File: src/rtl/hazard_stall_ctrl.sv
// hazard_stall_ctrl: pipeline stall/bubble generation, bypass selects, mult/div busy timer and stall counter
module hazard_stall_ctrl #(
   parameter int MULT_CYCLES = 5,
   parameter int DIV_CYCLES  = 10,
   parameter int CNT_W       = 32
) (
   input  logic             clk,
   input  logic             reset,
   input  logic [4:0]       id_rs,
   input  logic [4:0]       id_rt,
   input  logic             id_use_rs,
   input  logic             id_use_rt,
   input  logic             id_early_rs,
   input  logic             id_early_rt,
   input  logic             id_is_md,
   input  logic [4:0]       ex_rs,
   input  logic [4:0]       ex_rt,
   input  logic [4:0]       ex_wreg,
   input  logic             ex_wen,
   input  logic             ex_is_load,
   input  logic             ex_md_start,
   input  logic             ex_md_op,
   input  logic [4:0]       mem_wreg,
   input  logic             mem_wen,
   input  logic             mem_is_load,
   input  logic [4:0]       wb_wreg,
   input  logic             wb_wen,
   output logic             pc_nen,
   output logic             fd_nen,
   output logic             de_clr,
   output logic [1:0]       fwd_d_rs,
   output logic [1:0]       fwd_d_rt,
   output logic [1:0]       fwd_e_rs,
   output logic [1:0]       fwd_e_rt,
   output logic             md_busy,
   output logic [CNT_W-1:0] stall_cnt
);
   localparam int MAXC = (MULT_CYCLES > DIV_CYCLES) ? MULT_CYCLES : DIV_CYCLES;
   localparam int TW   = $clog2(MAXC + 1);

   logic [TW-1:0] r_md_cnt;
   logic          w_e_rs, w_e_rt, w_m_rs, w_m_rt;
   logic          w_load_use, w_early_e, w_early_m, w_md, w_stall;

   function automatic logic hit(input logic wen, input logic [4:0] wreg, input logic [4:0] r);
      return wen && (wreg != 5'd0) && (wreg == r);
   endfunction

   // M-stage loads are not yet available, so only ALU/link results bypass from EX/MEM
   function automatic logic [1:0] fsel(input logic [4:0] r);
      return (hit(mem_wen, mem_wreg, r) && !mem_is_load) ? 2'd2 :
             hit(wb_wen, wb_wreg, r)                     ? 2'd1 : 2'd0;
   endfunction

   always_comb begin
      w_e_rs     = hit(ex_wen, ex_wreg, id_rs);
      w_e_rt     = hit(ex_wen, ex_wreg, id_rt);
      w_m_rs     = hit(mem_wen, mem_wreg, id_rs);
      w_m_rt     = hit(mem_wen, mem_wreg, id_rt);
      w_load_use = ex_is_load && ((w_e_rs && id_use_rs) || (w_e_rt && id_use_rt));
      w_early_e  = (w_e_rs && id_early_rs) || (w_e_rt && id_early_rt);
      w_early_m  = mem_is_load && ((w_m_rs && id_early_rs) || (w_m_rt && id_early_rt));
      w_md       = id_is_md && (md_busy || ex_md_start);
      w_stall    = !reset && (w_load_use || w_early_e || w_early_m || w_md);
      pc_nen     = w_stall;
      fd_nen     = w_stall;
      de_clr     = w_stall;
      fwd_d_rs   = fsel(id_rs);
      fwd_d_rt   = fsel(id_rt);
      fwd_e_rs   = fsel(ex_rs);
      fwd_e_rt   = fsel(ex_rt);
   end

   assign md_busy = (r_md_cnt != '0);

   // a start while busy is a protocol violation and is deliberately ignored
   always_ff @(posedge clk) begin
      if (reset)
         r_md_cnt <= '0;
      else if (ex_md_start && !md_busy)
         r_md_cnt <= ex_md_op ? TW'(DIV_CYCLES) : TW'(MULT_CYCLES);
      else if (md_busy)
         r_md_cnt <= r_md_cnt - TW'(1);
   end

   always_ff @(posedge clk) begin
      if (reset)
         stall_cnt <= '0;
      else if (w_stall && (stall_cnt != '1))
         stall_cnt <= stall_cnt + CNT_W'(1);
   end
endmodule

File: config.mk
export PLATFORM = sky130hd
export DESIGN_NAME = hazard_stall_ctrl
export DESIGN_NICKNAME = d
export VERILOG_FILES = /design/src/rtl/hazard_stall_ctrl.sv
export SDC_FILE = /design/constraint.sdc
export NUM_CORES = 1
export LEC_CHECK = 0
export CORE_MARGIN = 1.5
export CORE_UTILIZATION = 40
export CTS_CLUSTER_DIAMETER = 30
export DETAILED_ROUTE_END_ITERATION = 7
export MAX_ROUTING_LAYER = met4
export PLACE_DENSITY_LB_ADDON = 0.15
export SLEW_MARGIN = 20
export SYNTH_ARGS = -nofsm -noshare
export SYNTH_HDL_FRONTEND = slang
export SYNTH_SLANG_ARGS = --single-unit
export TNS_END_PERCENT = 50
File: constraint.sdc
create_clock -name clk -period 2.4 [get_ports clk]
set_clock_uncertainty 0.1 [all_clocks]
set_input_delay 0.24 -clock clk [delete_from_list [all_inputs] [get_ports clk]]
set_output_delay 0.24 -clock clk [all_outputs]
set_load 0.02 [all_outputs]
; Word level (Yosys, flattened, before mapping)
; Index checks and enable logic that the tools add are counted.
[totals]
elab_cells = 70
reg_bits = 36
out_inout_bits = 44
input_bits = 49
[classes]
n_reduce_logical = 44
muxes = 11
eq_ne = 11
n_addsub = 2
[ops]
columns = operator, n
row1 = 5-bit == test, 10
row2 = 32-bit by 1-bit adder with 32-bit output (second input constant), 1
row3 = 32-bit != test (second input constant), 1
row4 = 1-bit logical AND, 29
row5 = 5-bit nonzero test, 3
row6 = 4-bit 2-to-1 mux, 3
row7 = 2-bit 2-to-1 mux, 4
row8 = 1-bit logical OR, 7
row9 = 1-bit 2-to-1 mux, 4
row10 = 4-bit nonzero test, 1
row11 = 4-bit by 1-bit subtractor with 4-bit output (second input constant), 1
row12 = 1-bit zero test, 3
row13 = 2-bit nonzero test, 1

; Longest topological paths before layout
; Gate-level depths: netlist of run 1.
[depth]
depth_word = 11
depth_mapped = 10
mapped_depth_nobuf = 7

; Worst setup path before layout of run 1
; OpenSTA, ideal clock, no wires.
[synth_path]
path_type = input to output
start = input mem_wreg[1]
end = output fwd_e_rs[0]
setup_slack_ns = -0.029
arrival_time_ns = 2.089
required_ns = 2.060
path_buffers = 1
path_stages = 6
path_cell_list = buf_2 or4_1 o21ai_1 nand2b_1 nor4_1 nor4_1
[synth_between]
elab_chain_cells = 5
word_cells_on_any_way = 6
classes_between = 1 x eq/ne / 1 x mux / 4 x reduce/logical
[synth_lines]
columns = item, line
row1 = "start, declared", 23  ; input logic [4:0] mem_wreg,
row2 = 5-bit nonzero test, 46  ; return wen && (wreg != 5'd0) && (wreg == r);
row3 = 1-bit logical AND, 46
row4 = 1-bit logical AND (*), 46
row5 = 1-bit logical AND (*), 51  ; return (hit(mem_wen, mem_wreg, r) && !mem_is_load) ? 2'd2 :
row6 = 2-bit 2-to-1 mux (*), 51
row7 = "end, declared", 33  ; output logic [1:0] fwd_e_rs,
; Every way passes the cells marked *; elsewhere a longest branch is shown, timed or not.

; Worst setup path in the final report of run 1
[layout_path]
start = input wb_wreg[1]
end = output fwd_d_rt[0]
[layout_between]
elab_chain_cells = 5
word_cells_on_any_way = 6
classes_between = 1 x eq/ne / 2 x mux / 3 x reduce/logical
[layout_lines]
columns = item, line
row1 = "start, declared", 26  ; input logic [4:0] wb_wreg,
row2 = 5-bit nonzero test, 46
row3 = 1-bit logical AND, 46
row4 = 1-bit logical AND (*), 46
row5 = 1-bit 2-to-1 mux (*), 52  ; hit(wb_wen, wb_wreg, r) ? 2'd1 : 2'd0;
row6 = 2-bit 2-to-1 mux (*), 51
row7 = "end, declared", 32  ; output logic [1:0] fwd_d_rt,
; Marked as above.

==> results.py, run 1 <==
metrics = {
    "run_status": {
        "outcome": "complete, no violations",
    },
    "synth": {
        "syn_area_mm2": 0.00274,
        "avgSynthCellArea_um2": 8.08,
        "yosys-top-cells-count": "36 x dfxtp_1, 34 x xor2_1, 26 x a21oi_1, 23 x nor2_1, 20 x o21ai_0",
        "ys.flop_type": "dfxtp_1",
        "syn_nets": 391,
        "yosysMostFrequentCell": "dfxtp_1",
        "synth.top_cell.area_share_pct": 26.3,
        "async_flop_share_pct": 0,
        "synth_edf_count": 0,
        "yosys.area.top_type": "dfxtp_1",
        "synth-seq-cells": 36,
        "synth.yosys.seq_area_share_pct": 26.3,
        "yosysUniqueCellTypes": 45,
        "synthCells": 339,
        "ys_top_cells_by_area": "dfxtp_1 26%, xor2_1 11%, xnor2_1 5.4%, a21oi_1 4.8%, mux2_1 4.1%",
        "ys.warnings.count": 0,
    },
    "drt": {
        "post_drt_wl_per_cell_um": 15.5,
        "drc": 0,
        "viasPerCell": 5.57,
        "ant_nets": 0,
        "firstDrtPassIters": 4,
        "drtIter0Drc": 119,
        "routed-via-count": 2982,
        "totalWireLength_um": 8270,
    },
    "global_routing": {
        "antenna_found_initial": 0,
        "grt_max_degree": 48,
        "grtUsageTotal_pct": 22.9,
        "grt_first_pass_wirelength_um": 13300,
        "grt-ovfl-total": 0,
        "grt_pass1_vias": 2849,
    },
    "worst_setup_path": {
        "startpoint": "wb_wreg[1]",
        "worstReg2RegStart": "stall_cnt[7]",
        "path_delay_family": "buffers and inverters",
        "critical_path_depth": 6,
        "crit_required_ns": 2.06,
        "path_max_fanout": 4,
        "worst_ep_arrival_time_ns": 2.05,
        "cpPeakStageDelay_ns": 0.54,
        "path_cells": "clkdlybuf4s50_1, buf_6, xor2_1, or4_4, nor4_2, buf_2",
        "reg2reg_depth": 6,
        "crit_path_end_kind": "output port",
        "start_kind": "primary input",
        "critPathKind": "primary input to output port",
        "path_buf_inv": 3,
        "crit_slowest_cell": "or4_4",
    },
    "floorplan": {
        "row_count": 29,
        "dieArea_mm2": 0.00735,
        "start_util_pct": 42.1,
        "io_pins": 93,
        "core_mm2": 0.00649,
        "die_x_um": 85.7,
        "die_y_um": 85.7,
    },
    "power_and_ir_drop": {
        "power.switching_mw": 0.629,
        "seqPwrFrac_pct": 36.8,
        "leakagePower_nw": 1.68,
        "pwr-share-comb_pct": 38.9,
        "intPower_mw": 1.18,
        "switching_share_pct": 34.8,
        "power_density_mw_per_mm2": 432,
        "irDropWorstVdd_mv": 0.338,
        "clkPwrFrac_pct": 24.3,
    },
    "placement": {
        "place_congestion": 0.937,
        "post-place-ws_ns": -0.583,
        "portBuffers": 92,
        "dp_hpwl_um": 6200,
    },
    "timing": {
        "worst_pin_slew_ns": 0.487,
        "layout_min_cycle_time_ns": 2.39,
        "rsz0062_at_grt": "true",
        "slew-limit-headroom_pct": 67.6,
        "period_share_pct": 99.7,
        "finalSetupViolCount": 0,
        "drv_slew": 0,
        "final_hold_viol_count": 0,
        "fmax_mhz": 418,
        "layout_setup_ws_ns": 0.00646,
        "holdWs_ns": 0.404,
    },
    "min_path": {
        "holdCritStartpoint": "stall_cnt[19]",
        "whs_path_depth": 2,
        "hold_class": "flop to flop",
    },
    "final_layout": {
        "layout-drive-gt1-share_pct": 20.3,
        "diodes": 0,
        "area_growth_pct": 52.7,
        "final_net_count": 509,
        "fillCellCount": 546,
    },
    "clocking": {
        "clkTransAtPathRegs_ns": 0.08,
        "cts_tree": "built",
        "holdBufCountCts": 0,
        "cts_made_buffers": 5,
        "cts.root.buffer_cell": "clkbuf_8",
        "clockBufferDepth": 2,
        "cts_sinks": 36,
        "h-tree-depth": 2,
        "clk_latency_ns": 0.30,
    },
    "flow_run": {
        "cap_violations": 0,
    },
}
[what timing repair did]
| item | in CTS | in global routing |
|---|---|---|
| gates resized for setup | 62 | 25 |
| endpoints found under the setup margin | 23 | 40 |
| pin swaps | 3 | 9 |
| gates cloned | 0 | 0 |
| buffers inserted | 2 | 4 |
[cell families after synthesis]
family	after synthesis	share of synthesized area, %
xor gates and xnor gates	51	16.3
muxes	11	4.66
and+or+nand+nor	145	31.4
DFF	36	26.3
buffers and inverters	33	7.36
adders and majority gates	3	1.37
AOI/OAI and AO/OA	60	12.6
[worst register-to-register path: cells and delay by family, from the launching register on]
kind / cells / cell delay, ns
muxes: 1 / 0.34
and+or+nand+nor: 5 / 1.25
DFF: 1 / 0.41
[power by group through the flow]
stage,combinational (mW),clock [mW],sequential (mW)
floorplan,0.397,0,0.679
global placement,0.653,0,0.677
detailed placement,0.671,0,0.680
CTS,0.682,0.445,0.665
global route,0.770,0.472,0.673
finish,0.703,0.438,0.666
[worst paths after layout]
kind / endpoint / slack [ns]
hold / removal: stall_cnt[19] / 0.40
setup / recovery: fwd_d_rt[0] / 0.006
hold reg to reg: stall_cnt[19] / 0.40
setup reg to reg: stall_cnt[24] / 0.19
[flip-flops by register name, summed over array words and instances (netlist names)]
name       count
r_md_cnt       4
stall_cnt     32
[stage by stage]
stage          std cells  cell area (um^2)  utilization [%]  TNS [ns]  total power [mW]
2_1_floorplan        339              2750                -   -0.0543              1.08
3_3_place_gp         521              3920             60.4    -11.69              1.33
3_5_place_dp         521              3920             60.4    -13.99              1.35
4_1_cts              531              4070             62.7    -0.870              1.79
5_1_grt              535              4180             64.4   -0.0200              1.91
6_report             535              4180             64.4         0              1.81
[per-layer routing]
| layer | GRT usage (%) | wire (um) | share of wire [%] |
|---|---|---|---|
| met1 | 27.1 | 3560 | 43 |
| met2 | 39.6 | 4100 | 50 |
| met3 | 3.85 | 375 | 4.5 |
| met4 | 7.48 | 232 | 2.8 |
| met5 | - | 0 | 0 |
[cells in the final DEF (no fill, tap or decap), drive strengths merged, types with 2 or more instances in the layout]
| cell type | Yosys | layout |
|---|---|---|
| o31ai | 4 | 4 |
| xnor2 | 17 | 17 |
| xor2 | 34 | 34 |
| dlymetal6s2s | 0 | 14 |
| and2 | 3 | 3 |
| o21ai | 21 | 21 |
| clkdlybuf4s50 | 0 | 61 |
| nand2 | 12 | 12 |
| and3 | 9 | 9 |
| nor2b | 11 | 11 |
| or4 | 12 | 12 |
| nand3 | 19 | 19 |
| and4 | 5 | 5 |
| ha | 3 | 3 |
| nor2 | 23 | 23 |
| nor3 | 8 | 8 |
| a211oi | 3 | 3 |
| a32oi | 2 | 2 |
| or3 | 18 | 18 |
| nand4 | 9 | 9 |
| dlygate4sd2 | 0 | 9 |
| dfxtp | 36 | 36 |
| buf | 18 | 55 |
| a21oi | 26 | 26 |
| nor3b | 4 | 4 |
| clkinv | 0 | 3 |
| mux2 | 11 | 11 |
| clkbuf | 11 | 5 |
| inv | 4 | 4 |
| nor4 | 8 | 8 |
[area by class of cell]
| cell class | instances | area, um^2 | area share (%) |
|---|---|---|---|
| Inverter | 4 | 15.0 | 0.359 |
| Sequential cell | 36 | 721 | 17.2 |
| Timing Repair Buffer | 140 | 1310 | 31.3 |
| Multi-Input combinational cell | 270 | 1950 | 46.7 |
| Clock buffer | 5 | 68.8 | 1.65 |
| Tap cell | 77 | 96.3 | 2.30 |
| Clock inverter | 3 | 18.8 | 0.449 |
No activity file was read; power rests on OpenSTA's default activity.
==> run 2, diff against run 1 <==
- DONT_BUFFER_PORTS: unset -> 1
==> run 2 against run 1 <==
Compared with the run above: first-iteration DRC count fell by 28%; global-route usage down 3.6 points; maximum frequency increased by 8.4%; combinational power shrank 32%; sequential power is 0.9% lower; power is 4.7% lower; clock power increased by 34%; routed wire length decreased by 15%; register-to-register slack better by 0.03 ns.
==> results.py, run 2 (synthesized netlist as in run 1, its figures left out) <==
metrics = {
    "run_status": {
        "outcome": "complete, no violations",
    },
    "timing": {
        "holdWs_ns": 0.0171,
        "slew-limit-headroom_pct": 29.0,
        "final_hold_viol_count": 0,
        "layout_min_cycle_time_ns": 2.21,
        "rsz0062_at_grt": "false",
        "period_share_pct": 92.0,
        "drv_slew": 0,
        "fmax_mhz": 453,
        "worst_pin_slew_ns": 1.06,
        "finalSetupViolCount": 0,
    },
    "worst_setup_path": {
        "crit_path_end_kind": "output port",
        "start_kind": "flop",
        "worst_ep_arrival_time_ns": 1.87,
        "r2r_setup_slack_ns": 0.22,
        "crit_required_ns": 2.06,
        "path_max_fanout": 27,
        "critPathKind": "flop to output port",
    },
    "final_layout": {
        "top_register": "stall_cnt",
        "diodes": 0,
        "multiInputGateArea_mm2": 0.00183,
        "area_growth_pct": 15.4,
        "final_net_count": 414,
        "final_common_cell": "buf_4",
        "reg_top3": "stall_cnt (32), r_md_cnt (4)",
        "layout-drive-gt1-share_pct": 17.4,
        "largest_register_ffs": 32,
        "fillCellCount": 658,
        "fin_cells": 440,
        "seqCellArea_um2": 721,
        "final_cell_area_mm2": 0.00316,
        "most-common-layout-cells": "42 x buf_4, 36 x dfxtp_1, 34 x xor2_1, 26 x a21oi_1, 23 x nor2_1",
    },
    "global_routing": {
        "grt_pass1_vias": 2458,
        "grt_first_pass_wirelength_um": 11200,
        "antenna_found_initial": 0,
        "grt_max_degree": 55,
        "grt-ovfl-total": 0,
        "grtUsageTotal_pct": 19.3,
    },
    "placement": {
        "portBuffers": 0,
        "dp_hpwl_um": 5150,
        "placed_cells": 429,
        "placed_area_mm2": 0.00299,
        "place_congestion": 0.802,
    },
    "clocking": {
        "clockBufferDepth": 2,
        "cts_tree": "built",
        "clkTransAtPathRegs_ns": 0.07,
        "cts_sinks": 36,
        "cts.root.buffer_cell": "clkbuf_8",
        "h-tree-depth": 2,
        "clk_latency_ns": 0.29,
        "cts_made_buffers": 5,
    },
    "floorplan": {
        "start_util_pct": 42.1,
        "row_count": 29,
        "die_y_um": 85.7,
        "die_x_um": 85.7,
        "io_pins": 93,
        "core_mm2": 0.00649,
        "dieArea_mm2": 0.00735,
    },
    "drt": {
        "viasPerCell": 5.66,
        "routed-via-count": 2489,
        "drtIter0Drc": 86,
        "drc": 0,
        "post_drt_wl_per_cell_um": 16.0,
        "totalWireLength_um": 7030,
        "firstDrtPassIters": 4,
        "ant_nets": 0,
    },
    "min_path": {
        "hold_class": "primary input to flop",
    },
    "flow_run": {
        "cap_violations": 0,
    },
    "power_and_ir_drop": {
        "leakagePower_nw": 1.18,
        "irDropWorstVdd_mv": 0.358,
        "power_density_mw_per_mm2": 545,
    },
}
-- run 2: changes by cell type in the layout (fill, tap and decap cells not counted), moves of 4 or more --
cell and delta:
buf_2 -6, nor3_2 -5, dlymetal6s2s_1 -14, nor4_1 +4, nor3_1 +5, dlygate4sd2_1 -9, clkdlybuf4s50_1 -61
-- run 2: report_power, final --
part	switching [mW]	total [mW]	internal, mW
clock	0.219	0.586	0.367
combinational	0.266	0.475	0.209
sequential	0.0252	0.660	0.634
total	0.510	1.72	1.21
-- run 2: critical path, cell delays in order, from the launching register on --
cell and delay, ns:
dfxtp_1 0.34, inv_1 0.08, ha_1 0.19, nand2_1 0.07
o21ai_0 0.19, o311a_1 0.26, buf_12 0.19, nor2_1 0.05
buf_4 0.19
-- run 2: final timing paths --
kind / from / endpoint / cells after the start
hold reg to reg: r_md_cnt[0] / r_md_cnt[0] / 2
setup / recovery: r_md_cnt[0] / pc_nen / 8
hold / removal: ex_md_op / r_md_cnt[3] / 2
setup reg to reg: r_md_cnt[0] / stall_cnt[30] / 9
-- run 2: layout make-up --
type,count,share of cell area (%)
Inverter,4,0.475
Timing Repair Buffer,45,11.7
Tap cell,77,3.05
Sequential cell,36,22.8
Clock buffer,7,3.05
Clock inverter,1,0.950
Multi-Input combinational cell,270,57.9
-- run 2: stage by stage --
stage	utilization, %	TNS [ns]	setup WS, ns	total power [mW]
2_1_floorplan	-	-0.0543	-0.0271	1.08
3_3_place_gp	46.0	0	0.209	1.11
3_5_place_dp	46.0	0	0.178	1.11
4_1_cts	48.1	0	0.0987	1.71
5_1_grt	48.6	0	0.0197	1.83
6_report	48.6	0	0.192	1.72
-- run 2: what timing repair did --
item                       in CTS  in global routing
gates resized for setup         0                  1
hold buffers                    1                  0
hold endpoints to repair       25                  0
setup buffers                   0                  1
setup endpoints to repair       0                  4
-- run 2: routing by layer --
metal,share of wire [%],up-vias,routed length [um],track usage (%)
li1,-,1258,-,-
met1,42,1147,2970,21.4
met2,50,79,3530,34.2
met3,6.6,5,466,5.77
met4,0.80,0,56,4.25
met5,0,-,0,-
==> run 3, diff against run 2 <==
- REMOVE_ABC_BUFFERS: unset -> 1
- SETUP_SLACK_MARGIN: unset -> 0.02
==> run 3 against run 2 <==
Compared with the run above: cell count down 0.68%; combinational power increased by 1%; via count increased by 0.36%.
==> results.py, run 3 (synthesized netlist as in run 1, its figures left out) <==
metrics = {
    "global_routing": {
        "grt_max_degree": 55,
        "antenna_found_initial": 0,
        "grt-ovfl-total": 0,
        "grtUsageTotal_pct": 20.0,
        "grt_pass1_vias": 2482,
        "grt_first_pass_wirelength_um": 11500,
    },
    "worst_setup_path": {
        "path_buf_inv": 1,
        "worst_ep_arrival_time_ns": 1.89,
        "r2r_setup_slack_ns": 0.25,
        "crit_required_ns": 2.06,
        "cpPeakStageDelay_ns": 0.91,
        "critPathKind": "primary input to output port",
        "crit_slowest_cell": "nor4_1",
        "path_max_fanout": 5,
        "path_delay_family": "simple AND/OR/NAND/NOR gates",
        "path_cells": "or4_1, o21ai_1, nand2b_1, nor4_1, nor4_1, buf_4",
        "cp_common_cell": "nor4_1",
        "crit_path_end_kind": "output port",
        "start_kind": "primary input",
    },
    "placement": {
        "portBuffers": 0,
        "placed_area_mm2": 0.00295,
        "dp_hpwl_um": 5220,
        "place_congestion": 0.908,
    },
    "drt": {
        "routed-via-count": 2498,
        "drc": 0,
        "totalWireLength_um": 7160,
        "viasPerCell": 5.72,
        "firstDrtPassIters": 4,
        "post_drt_wl_per_cell_um": 16.4,
        "ant_nets": 0,
        "drtIter0Drc": 90,
    },
    "timing": {
        "rsz0062_at_grt": "false",
        "drv_slew": 0,
        "layout_min_cycle_time_ns": 2.23,
        "worst_pin_slew_ns": 1.03,
        "period_share_pct": 93.0,
        "fmax_mhz": 448,
        "final_hold_viol_count": 0,
        "finalSetupViolCount": 0,
        "slew-limit-headroom_pct": 30.5,
    },
    "power_and_ir_drop": {
        "power_density_mw_per_mm2": 539,
        "power_mw": 1.67,
        "leakagePower_nw": 1.15,
        "irDropWorstVdd_mv": 0.281,
    },
    "final_layout": {
        "seqCellArea_um2": 721,
        "diodes": 0,
        "top_register": "stall_cnt",
        "largest_register_ffs": 32,
        "fillCellCount": 663,
        "final_cell_area_mm2": 0.00310,
        "final_common_cell": "buf_4",
        "most-common-layout-cells": "39 x buf_4, 36 x dfxtp_1, 34 x xor2_1, 26 x a21oi_1, 23 x nor2_1",
        "multiInputGateArea_mm2": 0.00182,
        "area_growth_pct": 13.3,
        "layout-drive-gt1-share_pct": 15.6,
        "final_net_count": 411,
        "reg_top3": "stall_cnt (32), r_md_cnt (4)",
    },
    "floorplan": {
        "row_count": 29,
        "core_mm2": 0.00649,
        "io_pins": 93,
        "die_x_um": 85.7,
        "dieArea_mm2": 0.00735,
        "die_y_um": 85.7,
        "start_util_pct": 42.1,
    },
    "flow_run": {
        "cap_violations": 0,
    },
    "clocking": {
        "cts_sinks": 36,
        "h-tree-depth": 2,
        "clk_latency_ns": 0.29,
        "cts_made_buffers": 5,
        "clkTransAtPathRegs_ns": 0.08,
        "clockBufferDepth": 2,
        "cts.root.buffer_cell": "clkbuf_8",
        "cts_tree": "built",
    },
    "run_status": {
        "outcome": "complete, no violations",
    },
    "min_path": {
        "hold_class": "primary input to flop",
    },
}
## run 3: metal layers
| layer | up-vias | GRT usage, % | part of all wire (%) |
|---|---|---|---|
| met5 | - | - | 0 |
| met4 | 0 | 5.87 | 1.2 |
| met3 | 7 | 4.62 | 7.6 |
| met2 | 94 | 33.4 | 46 |
| met1 | 1135 | 24.0 | 45 |
| li1 | 1262 | - | - |
## run 3: worst paths after layout
kind / endpoint / from / cells after the start
min: r_md_cnt[3] / ex_md_op / 2
max reg2reg: stall_cnt[25] / stall_cnt[0] / 7
max: fwd_e_rt[0] / mem_wreg[2] / 6
min reg2reg: r_md_cnt[0] / r_md_cnt[0] / 2
## run 3: layout make-up
cell class / count / share of cell area, %
Multi-Input combinational cell: 270 / 58.5
Sequential cell: 36 / 23.2
Timing Repair Buffer: 42 / 11.2
Tap cell: 77 / 3.10
Clock buffer: 6 / 2.34
Clock inverter: 2 / 1.13
Inverter: 4 / 0.484
## run 3: report_power, final
part	total, mW	internal [mW]	leakage [nW]	switching [mW]
clock network	0.534	0.308	0.0552	0.225
registers	0.659	0.634	0.291	0.0248
logic	0.481	0.209	0.802	0.272
total	1.67	1.15	1.15	0.522
## run 3: through the flow
step           TNS [ns]  cells  hold WS, ns  setup slack [ns]  util [%]
4_1_cts               0    435       0.0147            0.0999      47.3
2_1_floorplan     -5.74    310        0.209            -0.444         -
5_1_grt               0    437       0.0370            0.0263      47.8
3_5_place_dp          0    426        0.217             0.149      45.5
3_3_place_gp          0    426        0.215             0.190      45.5
6_report              0    437       0.0242             0.168      47.8
## run 3: timing repair
| item | in CTS | in global routing |
|---|---|---|
| endpoints found under the hold margin | 25 | 0 |
| setup buffers | 0 | 1 |
| setup endpoints to repair | 0 | 3 |
| hold buffers | 1 | 0 |
| resized for setup | 0 | 1 |
